## src/rtl/sv32_ptw_arb_pkg.sv

```systemverilog
// Shared types for the SV32 page-table-walker arbiter.
// Policy macro used by the slice: SV32_PTW_ARB_ROUND_ROBIN_EN.
package sv32_ptw_arb_pkg;

    localparam int unsigned SV32_VADDR_W = 32;
    localparam int unsigned SV32_PTE_W   = 32;

    typedef enum logic [1:0] {
        IDLE = 2'd0,
        WALK = 2'd1,
        RESP = 2'd2
    } arb_state_t;

    typedef enum logic {
        IFETCH = 1'b0,
        DATA   = 1'b1
    } req_idx_t;

endpackage

```

## src/rtl/sv32_ptw_arb_pick.sv

```systemverilog
// Combinational grant select between the ifetch and data walk requests.
// SV32_PTW_ARB_ROUND_ROBIN_EN selects round-robin; otherwise data has fixed priority.
module sv32_ptw_arb_pick
    import sv32_ptw_arb_pkg::*;
(
    input  logic     ifetch_valid,
    input  logic     data_valid,
    input  req_idx_t last_grant,
    output req_idx_t grant,
    output logic     any_req
);

    always_comb begin
        any_req = ifetch_valid | data_valid;
        grant   = IFETCH;
`ifdef SV32_PTW_ARB_ROUND_ROBIN_EN
        if (ifetch_valid && data_valid) begin
            grant = (last_grant == DATA) ? IFETCH : DATA;
        end else if (data_valid) begin
            grant = DATA;
        end
`else
        if (data_valid) begin
            grant = DATA;
        end
`endif
    end

`ifndef SV32_PTW_ARB_ROUND_ROBIN_EN
    // History is tracked in both builds but only consulted by round-robin.
    logic unused_last_grant;
    assign unused_last_grant = last_grant;
`endif

endmodule

```

## src/rtl/sv32_ptw_arbiter.sv

```systemverilog
// Arbitrates one SV32 page-table walker between ifetch and data translators, with a walk watchdog.
// Grant policy set by SV32_PTW_ARB_ROUND_ROBIN_EN (undefined: data has fixed priority).
module sv32_ptw_arbiter
    import sv32_ptw_arb_pkg::*;
#(
    parameter int unsigned WALK_TIMEOUT = 1024
) (
    input  logic                    clk,
    input  logic                    resetn,
    input  logic                    ifetch_walk_valid,
    input  logic [SV32_VADDR_W-1:0] ifetch_vaddr,
    output logic                    ifetch_walk_ready,
    output logic [SV32_PTE_W-1:0]   ifetch_pte,
    input  logic                    data_walk_valid,
    input  logic [SV32_VADDR_W-1:0] data_vaddr,
    output logic                    data_walk_ready,
    output logic [SV32_PTE_W-1:0]   data_pte,
    output logic                    walk_valid,
    output logic [SV32_VADDR_W-1:0] walk_vaddr,
    input  logic                    walk_ready,
    input  logic [SV32_PTE_W-1:0]   walk_pte,
    output logic                    busy,
    output logic                    walk_timeout
);

    localparam int unsigned CNT_W = (WALK_TIMEOUT > 0) ? $clog2(WALK_TIMEOUT + 1) : 1;
    localparam logic [CNT_W-1:0] CNT_LAST = (WALK_TIMEOUT > 0) ? CNT_W'(WALK_TIMEOUT - 1) : '0;

    arb_state_t       state;
    req_idx_t         grant_q;
    req_idx_t         last_grant;
    req_idx_t         grant;
    logic             any_req;
    logic [CNT_W-1:0] walk_cnt;
    logic             timeout_hit;
    logic [SV32_PTE_W-1:0] resp_pte;

    sv32_ptw_arb_pick u_pick (
        .ifetch_valid (ifetch_walk_valid),
        .data_valid   (data_walk_valid),
        .last_grant   (last_grant),
        .grant        (grant),
        .any_req      (any_req)
    );

    // walk_ready takes precedence over a watchdog expiry in the same cycle.
    assign timeout_hit = (WALK_TIMEOUT != 0) && (walk_cnt == CNT_LAST) && !walk_ready;
    assign resp_pte    = walk_ready ? walk_pte : '0;

    // The per-requester PTE registers double as the latched walk result, so the
    // value seen during RESP is the one captured on WALK exit and it then holds.
    always_ff @(posedge clk or negedge resetn) begin
        if (!resetn) begin
            state             <= IDLE;
            grant_q           <= IFETCH;
            last_grant        <= IFETCH;
            walk_cnt          <= '0;
            walk_valid        <= 1'b0;
            walk_vaddr        <= '0;
            busy              <= 1'b0;
            walk_timeout      <= 1'b0;
            ifetch_walk_ready <= 1'b0;
            ifetch_pte        <= '0;
            data_walk_ready   <= 1'b0;
            data_pte          <= '0;
        end else begin
            case (state)
                IDLE: begin
                    if (any_req) begin
                        grant_q    <= grant;
                        walk_vaddr <= (grant == DATA) ? data_vaddr : ifetch_vaddr;
                        walk_valid <= 1'b1;
                        busy       <= 1'b1;
                        walk_cnt   <= '0;
                        state      <= WALK;
                    end
                end
                WALK: begin
                    walk_cnt <= walk_cnt + 1'b1;
                    if (walk_ready || timeout_hit) begin
                        walk_valid   <= 1'b0;
                        walk_timeout <= timeout_hit;
                        if (grant_q == DATA) begin
                            data_walk_ready <= 1'b1;
                            data_pte        <= resp_pte;
                        end else begin
                            ifetch_walk_ready <= 1'b1;
                            ifetch_pte        <= resp_pte;
                        end
                        state <= RESP;
                    end
                end
                RESP: begin
                    ifetch_walk_ready <= 1'b0;
                    data_walk_ready   <= 1'b0;
                    walk_timeout      <= 1'b0;
                    busy              <= 1'b0;
                    last_grant        <= grant_q;
                    state             <= IDLE;
                end
                default: begin
                    walk_valid <= 1'b0;
                    busy       <= 1'b0;
                    state      <= IDLE;
                end
            endcase
        end
    end

endmodule

```

## config.mk

```make
export PLATFORM = sky130hd
export DESIGN_NAME = sv32_ptw_arbiter
export DESIGN_NICKNAME = d
export VERILOG_FILES = /design/src/rtl/sv32_ptw_arb_pkg.sv /design/src/rtl/sv32_ptw_arb_pick.sv /design/src/rtl/sv32_ptw_arbiter.sv
export SDC_FILE = /design/constraint.sdc
export NUM_CORES = 1
export LEC_CHECK = 0
export ABC_CLOCK_PERIOD_IN_PS = 1600
export BUFFER_PORTS_ARGS = -buffer_cell sky130_fd_sc_hd__buf_2
export CORE_MARGIN = 2
export CORE_UTILIZATION = 41
export DETAILED_ROUTE_END_ITERATION = 7
export GPL_TIMING_DRIVEN = 1
export PLACE_DENSITY = 0.73
export SLEW_MARGIN = 25
export SYNTH_ARGS = -nofsm -noshare
export SYNTH_HDL_FRONTEND = slang
export SYNTH_HIERARCHICAL = 1
export SYNTH_SLANG_ARGS = --single-unit
```

## constraint.sdc

```tcl
create_clock -name clk -period 1.6 [get_ports clk]
set_clock_uncertainty 0.05 [all_clocks]
set_input_delay 0.24 -clock clk [delete_from_list [all_inputs] [get_ports clk]]
set_output_delay 0.24 -clock clk [all_outputs]
set_load 0.05 [all_outputs]
```

# ---- Word level (Yosys, flattened, before mapping)
# Cells that the tools add are included.
dict set report word_totals {
  register_bits 115
  output_inout_bits 101
  word_cells 59
}
dict set report classes {
  add_sub_neg 1
  n_eq_ne 7
  mux 20
  n_bitwise 4
  n_reduce_logical 16
}
# op count
set ops {}
lappend ops {{$mux 32} 2}
lappend ops {{$pmux 11 s2} 1}
lappend ops {{$reduce_and 3->1} 5}
lappend ops {{$add 11x1->11 const B} 1}
lappend ops {{$eq 11x10->1 const B} 1}
lappend ops {{$mux 11} 1}
lappend ops {{$reduce_and 2->1} 5}
lappend ops {{$mux 1} 8}
lappend ops {{$ne 2x2->1 const B} 4}
lappend ops {{$pmux 1 s2} 4}
lappend ops {{$mux 2} 2}
lappend ops {{$pmux 2 s2} 1}
lappend ops {{$reduce_bool 2->1} 2}
lappend ops {{$not 1->1} 3}
lappend ops {{$pmux 1 s3} 1}
lappend ops {{$eq 2x1->1 const B} 1}
lappend ops {{$eq 2x2->1 const B} 1}
lappend ops {{$logic_not 2->1} 1}
lappend ops {{$logic_and 1x1->1} 1}
lappend ops {{$logic_not 1->1} 1}
lappend ops {{$logic_or 1x1->1} 1}
lappend ops {{$or 1x1->1} 1}

# ---- Longest topological paths before layout
# Gate-level depths: netlist (run 1).
dict set report logic_depth {
  depth_word 5
  depth_mapped 7
}

# ---- By module
# The synthesis (run 1) kept the hierarchy.
# mod n_inst cells_each area_per_inst_um2 seq_area_each_um2
set modules_own_cells {}
lappend modules_own_cells {sv32_ptw_arbiter 1 518 5071.1 2902.8}
lappend modules_own_cells {sv32_ptw_arb_pick 1 2 13.8 0.0}

# ---- Least setup slack after synthesis (run 1)
# OpenSTA, ideal clock, no wires.
dict set report synth_path {
  path_kind {register to register}
  from {register walk_cnt[0]}
  to {register ifetch_pte[17]}
  setup_time_ns 0.122
  arrival_ns 1.461
  path_slack_ns -0.033
  path_stages_with_launch 6
  path_cell_list {dfrtp_1 -> ha_1 -> nand4b_1 -> nor4_4 -> buf_6 -> o21ai_1}
}
dict set report synth_via {
  elab_chain_cells 4
}
# element line_no
set synth_rtl {}
lappend synth_rtl {{start: declaration} sv32_ptw_arbiter.sv:34} ;# logic [CNT_W-1:0] walk_cnt;
lappend synth_rtl {{start signal: assignment} sv32_ptw_arbiter.sv:79} ;# walk_cnt <= walk_cnt + 1'b1;
lappend synth_rtl {{$eq 11x10->1} sv32_ptw_arbiter.sv:47} ;# assign timeout_hit = (WALK_TIMEOUT != 0) && (walk_cnt == CNT_LAST) && !walk_ready;
lappend synth_rtl {{$logic_and 1x1->1} sv32_ptw_arbiter.sv:47}
lappend synth_rtl {{$logic_or 1x1->1} sv32_ptw_arbiter.sv:80} ;# if (walk_ready || timeout_hit) begin
lappend synth_rtl {{$reduce_and 3->1 (no line)} n/a}
lappend synth_rtl {{end signal: assignment} sv32_ptw_arbiter.sv:88} ;# ifetch_pte <= resp_pte;
lappend synth_rtl {{end: declaration} sv32_ptw_arbiter.sv:13} ;# output logic [SV32_PTE_W-1:0] ifetch_pte,
# No other way between the ends.
# A chain may end at the register's enable or synchronous reset.

# ---- Worst setup path in the final report (run 1)
dict set report layout_path {
  from {register state[0]}
  to {register ifetch_pte[11]}
}
dict set report layout_via {
  elab_chain_cells 2
}
# element line_no
set layout_rtl {}
lappend layout_rtl {{start: declaration} sv32_ptw_arbiter.sv:29} ;# arb_state_t state;
lappend layout_rtl {{start signal: assignment} sv32_ptw_arbiter.sv:54} ;# state <= IDLE;
lappend layout_rtl {{start signal: assignment} sv32_ptw_arbiter.sv:75} ;# state <= WALK;
lappend layout_rtl {{start signal: assignment} sv32_ptw_arbiter.sv:90} ;# state <= RESP;
lappend layout_rtl {{$eq 2x1->1} sv32_ptw_arbiter.sv:67} ;# case (state)
lappend layout_rtl {{$reduce_and 3->1 (no line)} n/a}
# No other way between the ends.

==> flow_metrics.py, run 1 <==
metrics = {
    "clock_network": {
        "root_buffer": "clkbuf_16",
        "clock_latency_ps": 400,
        "htreeDepth": 4,
        "tritoncts": "built",
        "numCtsBuffers": 17,
        "clkTransAtPathRegs_ps": 50,
        "clock_tree.buffer_depth": 2,
        "cts.sinks": 115,
    },
    "grt": {
        "grt_max_degree": 64,
        "grt_pass1_wl_microns": 21200,
        "overflow": 0,
        "grt_pass1_vias": 4518,
        "grt_usage_pct": 20.6,
        "antenna_found_initial": 0,
    },
    "timing": {
        "fmax_mhz": 616,
        "fin_crit_ps": 1620,
        "final-max-slew-violation-count": 0,
        "whs_ps": 15.7,
        "rsz0062_at_grt": "yes",
        "slew_headroom_pct": 64.2,
        "finalHoldViolCount": 0,
        "post-route-period-util_pct": 101,
        "fin_ws_ps": -23.6,
        "worst_pin_slew_ps": 538,
        "setup_viol": 15,
    },
    "critical_path": {
        "arrival_ps": 1850,
        "r2r_slack_ps": -20,
        "crit_path_start_kind": "register",
        "worstSetupEndpointType": "register",
        "rr_worst_depth": 4,
        "required_ps": 1830,
        "path_class": "register to register",
        "crit_fanout": 32,
    },
    "finish": {
        "n_antenna_cell": 0,
        "layout.cells.most_common": "buf_2",
        "syn_to_final_growth_pct": 44.7,
        "fin_area_sq_um": 7300,
        "mostFrequentLayoutCells": "201 x buf_2, 171 x nand2_1, 115 x dfrtp_1",
        "drive_gt1_share_pct": 37.2,
        "utilization_pct": 60.8,
        "fin_nets": 855,
    },
    "floorplan": {
        "pin_count": 202,
        "coreArea_sq_um": 12000,
        "start_util_pct": 42.0,
        "dieArea_sq_um": 13200,
        "die_x_microns": 115,
        "die_y_microns": 115,
        "fp-row-count": 40,
    },
    "routing": {
        "num_vias": 4689,
        "detail_route.wl_per_cell_microns": 15.6,
        "first_pass_iters": 5,
        "ant_nets": 0,
        "via_per_inst": 5.15,
        "drc": 0,
        "drtIter0Drc": 348,
        "drt-total-wl_microns": 14300,
    },
    "power_and_ir_drop": {
        "power_leakage_nw": 3.76,
        "internal_power_w": 0.00891,
        "ir_drop_v": 0.00148,
        "clkPwrFrac_pct": 21.7,
        "pwr_density_cell_nw_per_um2": 2360,
        "switching_power_w": 0.00834,
        "swShare_pct": 48.3,
        "total_power_w": 0.0172,
        "p_seq_share_pct": 28.4,
        "comb_power_share_pct": 50.0,
    },
    "synthesis": {
        "synth_warnings": 6,
        "syn_avg_cell_area_sq_um": 9.76,
        "syn_area_sq_um": 5050,
        "syn_inst": 517,
        "syn-num-nets": 619,
    },
    "placed_design": {
        "io_buffers": 201,
        "dp_hpwl_microns": 9410,
        "pre_cts_slack_ps": -52.5,
        "gp_congestion": 0.836,
        "placed_area_sq_um": 6330,
    },
    "run_status": {
        "outcome": "complete, but fails checks",
        "violations": "setup timing",
    },
    "min_path": {
        "hold-path-cell-count": 3,
        "min_path_type": "input port to register",
    },
    "job": {
        "max-cap-violations": 0,
    },
}
## layout make-up
class	instances	area, sq um
Fill cell	987	4710
Tap cell	147	184
Timing Repair Buffer	255	1660
Clock buffer	26	519
Sequential cell	115	2880
Inverter	8	30.0
Clock inverter	4	70.1
Multi-Input combinational cell	356	1960
## stage by stage
stage / instances / setup TNS [ps]
after floorplan: 517 / 0
after global placement: 854 / 0
after detailed placement: 854 / -950
after CTS: 900 / -88.9
after global routing: 911 / -3740
final: 911 / -170
## layer usage
metal,wire length [microns],global-route usage (%),up-vias
met2,6880,34.4,260
met5,0,0,-
met1,5820,24.9,2180
met3,1090,5.32,37
met4,469,9.80,0
li1,-,-,2212
## sequential cells by signal, summed over array words and instances (netlist names)
name,cells
data_pte,32
ifetch_pte,32
walk_vaddr,32
walk_cnt,11
state,2
busy,1
data_walk_ready,1
grant_q,1
ifetch_walk_ready,1
walk_timeout,1
walk_valid,1
## power groups by stage
| stage | combinational [W] | sequential (W) | clock, W |
|---|---|---|---|
| floorplan | 0.00182 | 0.00896 | 0 |
| global placement | 0.00800 | 0.00487 | 0 |
| detailed placement | 0.00816 | 0.00490 | 0 |
| CTS | 0.00833 | 0.00489 | 0.00382 |
| global route | 0.00916 | 0.00504 | 0.00395 |
| finish | 0.00862 | 0.00489 | 0.00373 |
## worst max-delay path: stages (launching register included)
cell and delay [ps]:
dfrtp_1 420, or3b_4 410, nor4_4 260, buf_12 230, o21ai_0 110
## final timing paths
| path | end | start |
|---|---|---|
| worst max-delay path | ifetch_pte[11]$_DFFE_PN0P_ | state[0]$_DFFE_PN0P_ |
| worst min-delay path | ifetch_pte[25]$_DFFE_PN0P_ | walk_pte[25] |
| worst max register to register | ifetch_pte[11]$_DFFE_PN0P_ | state[0]$_DFFE_PN0P_ |
| worst min register to register | walk_cnt[10]$_DFFE_PN0P_ | walk_cnt[10]$_DFFE_PN0P_ |
| max in group asynchronous | walk_vaddr[26]$_DFFE_PN0P_ | resetn |
| min in group asynchronous | data_pte[5]$_DFFE_PN0P_ | resetn |
## what timing repair did
action,in CTS,in global routing
endpoints found under the hold margin,130,0
setup endpoints to repair,51,81
hold buffers,14,0
buffers inserted,1,4
pin swaps,0,0
cloned,1,7
gates resized for setup,10,46
Power figures use the tool's default switching activity.
==> inputs of run 2 (changes only) <==
Settings changed: CORE_MARGIN 2 to 4.
==> run 2 against run 1 <==
Net effect:
- the flow still finishes with violations (setup timing)
- die area increased by 7.1%
- sequential power increased by 1%
- via count increased by 0.51%
- global-route usage decreased by 0.71 points
- utilization increased by 0.19 points
- register-to-register slack about the same
- non-clock buffer count decreased by 8
- final area increased by 0.31%
- critical path depth increased by 1
==> flow_metrics.py, run 2 (synthesis results as in run 1) <==
metrics = {
    "run_status": {
        "outcome": "complete, but fails checks",
        "violations": "setup timing",
    },
    "power_and_ir_drop": {
        "total_power_w": 0.0176,
        "comb_power_share_pct": 48.8,
        "internal_power_w": 0.00907,
        "pwr_density_cell_nw_per_um2": 2400,
        "swShare_pct": 48.4,
        "power_leakage_nw": 3.76,
        "p_seq_share_pct": 28.1,
        "clkPwrFrac_pct": 23.1,
        "ir_drop_v": 0.00152,
        "switching_power_w": 0.00851,
    },
    "clock_network": {
        "root_buffer": "clkbuf_16",
        "tritoncts": "built",
        "clkTransAtPathRegs_ps": 50,
        "cts.sinks": 115,
        "clock_tree.buffer_depth": 2,
        "clock_latency_ps": 410,
        "numCtsBuffers": 17,
        "htreeDepth": 4,
    },
    "min_path": {
        "min_path_type": "input port to register",
    },
    "floorplan": {
        "dieArea_sq_um": 14200,
        "pin_count": 202,
        "die_y_microns": 119,
        "fp-row-count": 40,
        "coreArea_sq_um": 12000,
        "die_x_microns": 119,
        "start_util_pct": 42.0,
    },
    "critical_path": {
        "path_class": "register to register",
        "r2r_slack_ps": -30,
        "worstSetupEndpointType": "register",
        "required_ps": 1830,
        "crit_path_start_kind": "register",
        "crit_fanout": 9,
        "arrival_ps": 1860,
    },
    "finish": {
        "utilization_pct": 61.0,
        "syn_to_final_growth_pct": 45.1,
        "layout.cells.most_common": "buf_2",
        "drive_gt1_share_pct": 40.4,
        "stdcell_count": 906,
        "fin_nets": 847,
        "mostFrequentLayoutCells": "200 x buf_2, 172 x nand2_1, 115 x dfrtp_1",
        "nFillCells": 976,
        "largest_registers": "data_pte x32, ifetch_pte x32, walk_vaddr x32",
    },
    "routing": {
        "ant_nets": 0,
        "first_pass_iters": 5,
        "drc": 0,
        "detail_route.wl_per_cell_microns": 16.2,
        "num_vias": 4713,
        "via_per_inst": 5.20,
        "drt-total-wl_microns": 14700,
        "drtIter0Drc": 334,
    },
    "grt": {
        "grt_max_degree": 63,
        "overflow": 0,
        "grt_usage_pct": 19.9,
        "grt_pass1_vias": 4725,
        "antenna_found_initial": 0,
        "grt_pass1_wl_microns": 22700,
    },
    "timing": {
        "rsz0062_at_grt": "yes",
        "fmax_mhz": 612,
        "worst_pin_slew_ps": 536,
        "final-max-slew-violation-count": 0,
        "whs_ps": 16.0,
        "fin_crit_ps": 1630,
        "fin_ws_ps": -34.7,
        "finalHoldViolCount": 0,
        "post-route-period-util_pct": 102,
        "slew_headroom_pct": 64.3,
        "setup_viol": 37,
    },
    "placed_design": {
        "gp_congestion": 0.833,
        "pre_cts_slack_ps": -20.0,
        "io_buffers": 201,
        "place_inst": 856,
        "dp_hpwl_microns": 10100,
    },
    "job": {
        "max-cap-violations": 0,
    },
}
## run 2: cell types whose count changed in the layout (fill, tap and decap cells not counted), sizes merged
cell / previous run / this run
diode: 0 / 1
clkinv: 2 / 7
bufinv: 2 / 5
clkbuf: 31 / 21
clkinvlp: 0 / 2
dlygate4sd3: 14 / 8
## run 2: worst paths after layout
check / from / end / depth (start not counted)
min in group asynchronous: resetn / data_pte[2]$_DFFE_PN0P_ / 2
worst max register to register: walk_cnt[5]$_DFFE_PN0P_ / data_pte[7]$_DFFE_PN0P_ / 5
max in group asynchronous: resetn / walk_cnt[6]$_DFFE_PN0P_ / 3
worst min-delay path: walk_pte[28] / ifetch_pte[28]$_DFFE_PN0P_ / 3
worst max-delay path: walk_cnt[5]$_DFFE_PN0P_ / data_pte[7]$_DFFE_PN0P_ / 5
worst min register to register: walk_cnt[8]$_DFFE_PN0P_ / walk_cnt[8]$_DFFE_PN0P_ / 1
## run 2: stage by stage
stage | setup TNS (ps) | cell area (sq um)
floorplan | 0 | 5050
global placement | 0 | 6330
detailed placement | -80.8 | 6330
CTS | -262 | 7070
global route | -5990 | 7320
finish | -321 | 7320
## run 2: what timing repair did
action	4_1_cts	5_1_grt
buffers inserted	0	4
endpoints found under the hold margin	36	0
endpoints found under the setup margin	40	104
gates resized for setup	8	74
gates cloned	0	5
pin swaps	0	21
hold buffers	8	0
## run 2: metal layers
metal	global-route usage, %	routed length (microns)	vias up	share of wire [%]
met1	24.1	5940	2231	40
met3	5.70	1250	27	8.5
met4	8.11	263	0	1.8
li1	-	-	2199	-
met5	0	0	-	0
met2	33.3	7210	256	49
## run 2: power groups by stage
stage	registers, W	clock network (W)	logic [W]
after floorplan	0.00896	0	0.00182
after global placement	0.00490	0	0.00803
after detailed placement	0.00492	0	0.00819
after CTS	0.00492	0.00413	0.00824
after global routing	0.00509	0.00428	0.00908
final	0.00494	0.00407	0.00857
## run 2: layout make-up
type	count	area [sq um]	share of cell area [%]
inverter	8	30.0	0.410
multi-input combinational	356	2050	27.9
clock buffer	18	429	5.86
antenna	1	2.50	0.0342
clock inverter	14	211	2.89
tap	147	184	2.51
timing repair buffer	247	1540	21.1
sequential	115	2880	39.3
## run 2: critical path, cell delays in order (launching register included)
cell and delay (ps):
dfrtp_1 450, nand4_4 250, nor4_4 340, buf_6 180
buf_8 140, o21ai_1 90
==> inputs of run 3 (changes only) <==
Settings changed: RECOVER_POWER set to 50.
==> run 3 against run 2 <==
Net effect:
- the flow still finishes with violations (setup timing)
- final area down 0.53%
- maximum frequency is 0.35% lower
- die area unchanged
- wire length down 0.33%
- setup slack worse by 5.7 ps
- first-iteration DRC count up 1.2%
- flip-flop and latch count did not move
- critical path depth stayed put
- power decreased by 0.10%
- worst hold slack better by 2.2 ps
- utilization fell by 0.32 points
- largest cell class unchanged
==> flow_metrics.py, run 3 (synthesis results as in run 1) <==
metrics = {
    "clock_network": {
        "htreeDepth": 4,
        "clock_tree.buffer_depth": 2,
        "root_buffer": "clkbuf_16",
        "numCtsBuffers": 17,
        "tritoncts": "built",
        "clkTransAtPathRegs_ps": 60,
        "clock_latency_ps": 410,
        "cts.sinks": 115,
    },
    "timing": {
        "fin_crit_ps": 1640,
        "rsz0062_at_grt": "yes",
        "fmax_mhz": 610,
        "slew_headroom_pct": 47.4,
        "setup_viol": 42,
        "final-max-slew-violation-count": 0,
        "finalHoldViolCount": 0,
        "post-route-period-util_pct": 103,
        "fin_ws_ps": -40.3,
        "worst_pin_slew_ps": 789,
    },
    "critical_path": {
        "worstSetupEndpointType": "register",
        "path_class": "register to register",
        "r2r-start": "walk_cnt[5]$_DFFE_PN0P_",
        "startpoint": "walk_cnt[5]$_DFFE_PN0P_",
        "crit_fanout": 9,
        "required_ps": 1830,
        "arrival_ps": 1870,
        "crit_path_start_kind": "register",
    },
    "finish": {
        "largest_registers": "data_pte x32, ifetch_pte x32, walk_vaddr x32",
        "mostFrequentLayoutCells": "183 x buf_2, 172 x nand2_1, 115 x dfrtp_1",
        "fin_nets": 847,
        "fin_area_sq_um": 7290,
        "drive_gt1_share_pct": 40.4,
        "n_antenna_cell": 0,
        "layout.cells.most_common": "buf_2",
        "utilization_pct": 60.7,
        "syn_to_final_growth_pct": 44.3,
    },
    "grt": {
        "antenna_found_initial": 0,
        "overflow": 0,
        "grt_max_degree": 63,
        "grt_pass1_vias": 4725,
        "grt_usage_pct": 19.9,
        "grt_pass1_wl_microns": 22700,
    },
    "power_and_ir_drop": {
        "comb_power_share_pct": 48.7,
        "power_leakage_nw": 3.75,
        "clkPwrFrac_pct": 23.1,
        "pwr_density_cell_nw_per_um2": 2410,
        "ir_drop_v": 0.00152,
        "total_power_w": 0.0176,
        "p_seq_share_pct": 28.1,
        "switching_power_w": 0.00851,
        "internal_power_w": 0.00905,
        "swShare_pct": 48.4,
    },
    "placed_design": {
        "io_buffers": 201,
        "placed_area_sq_um": 6330,
        "dp_hpwl_microns": 10100,
        "gp_congestion": 0.833,
    },
    "routing": {
        "first_pass_iters": 4,
        "drtIter0Drc": 338,
        "via_per_inst": 5.19,
        "drc": 0,
        "detail_route.wl_per_cell_microns": 16.1,
        "drt-total-wl_microns": 14600,
        "ant_nets": 0,
        "num_vias": 4699,
    },
    "floorplan": {
        "fp-row-count": 40,
        "coreArea_sq_um": 12000,
        "die_y_microns": 119,
        "pin_count": 202,
        "die_x_microns": 119,
        "dieArea_sq_um": 14200,
        "start_util_pct": 42.0,
    },
    "run_status": {
        "violations": "setup timing",
        "outcome": "complete, but fails checks",
    },
    "min_path": {
        "hp-start": "walk_pte[1]",
        "min_path_type": "input port to register",
    },
    "job": {
        "max-cap-violations": 0,
    },
}
-- run 3: cell types whose count changed in the layout (fill, tap and decap cells not counted), moves of 2 or more --
cell      previous run  this run
clkbuf_4             0         2
buf_12               6         3
clkbuf_2             0        18
buf_2              200       183
-- run 3: cell type report --
type	instances	area, sq um
Fill cell	982	4730
Sequential cell	115	2880
Multi-Input combinational cell	356	2050
Timing Repair Buffer	247	1510
Clock buffer	18	429
Clock inverter	14	211
Tap cell	147	184
Inverter	8	30.0
-- run 3: worst max-delay path: stages (launching register included) --
cell and delay [ps]:
dfrtp_1 460, nand4_4 250, nor4_4 340, buf_6 180, buf_8 140, o21ai_1 90
-- run 3: final timing paths --
path | end | cells after the start | slack, ps
max in group asynchronous | ifetch_pte[18]$_DFFE_PN0P_ | 3 | 130
min in group asynchronous | data_pte[4]$_DFFE_PN0P_ | 2 | 410
worst max-delay path | data_pte[7]$_DFFE_PN0P_ | 5 | -40
worst min register to register | walk_cnt[8]$_DFFE_PN0P_ | 1 | 420
worst min-delay path | ifetch_pte[1]$_DFFE_PN0P_ | 3 | 20
worst max register to register | data_pte[7]$_DFFE_PN0P_ | 5 | -40
-- run 3: stage by stage --
| stage | std cells | worst slack, ps | hold WS, ps | setup TNS, ps |
|---|---|---|---|---|
| final | 905 | -40.3 | 18.2 | -539 |
| after CTS | 896 | -36.0 | 3.17 | -262 |
| after detailed placement | 856 | -20.0 | 168 | -80.8 |
| after floorplan | 517 | 9.72 | -106 | 0 |
| after global routing | 905 | -130 | 0.841 | -7140 |
| after global placement | 856 | 15.4 | 170 | 0 |
-- run 3: per-layer routing --
layer | up-vias | part of all wire, % | GRT usage [%]
li1 | 2196 | - | -
met1 | 2230 | 40 | 24.1
met5 | - | 0 | 0
met3 | 29 | 8.7 | 5.70
met4 | 0 | 1.9 | 8.11
met2 | 244 | 49 | 33.3
-- run 3: what timing repair did --
action                     CTS  global route
cloned                       0             5
hold endpoints to repair    36             0
gates resized for setup      8            74
buffers inserted             0             4
pin swaps                    0            21
hold buffers                 8             0
setup endpoints to repair   40           104
-- run 3: power by group through the flow --
stage | Clock, W | Combinational (W) | Sequential [W]
2_1_floorplan | 0 | 0.00182 | 0.00896
3_3_place_gp | 0 | 0.00803 | 0.00490
3_5_place_dp | 0 | 0.00819 | 0.00492
4_1_cts | 0.00413 | 0.00824 | 0.00492
5_1_grt | 0.00428 | 0.00906 | 0.00510
6_report | 0.00406 | 0.00855 | 0.00494
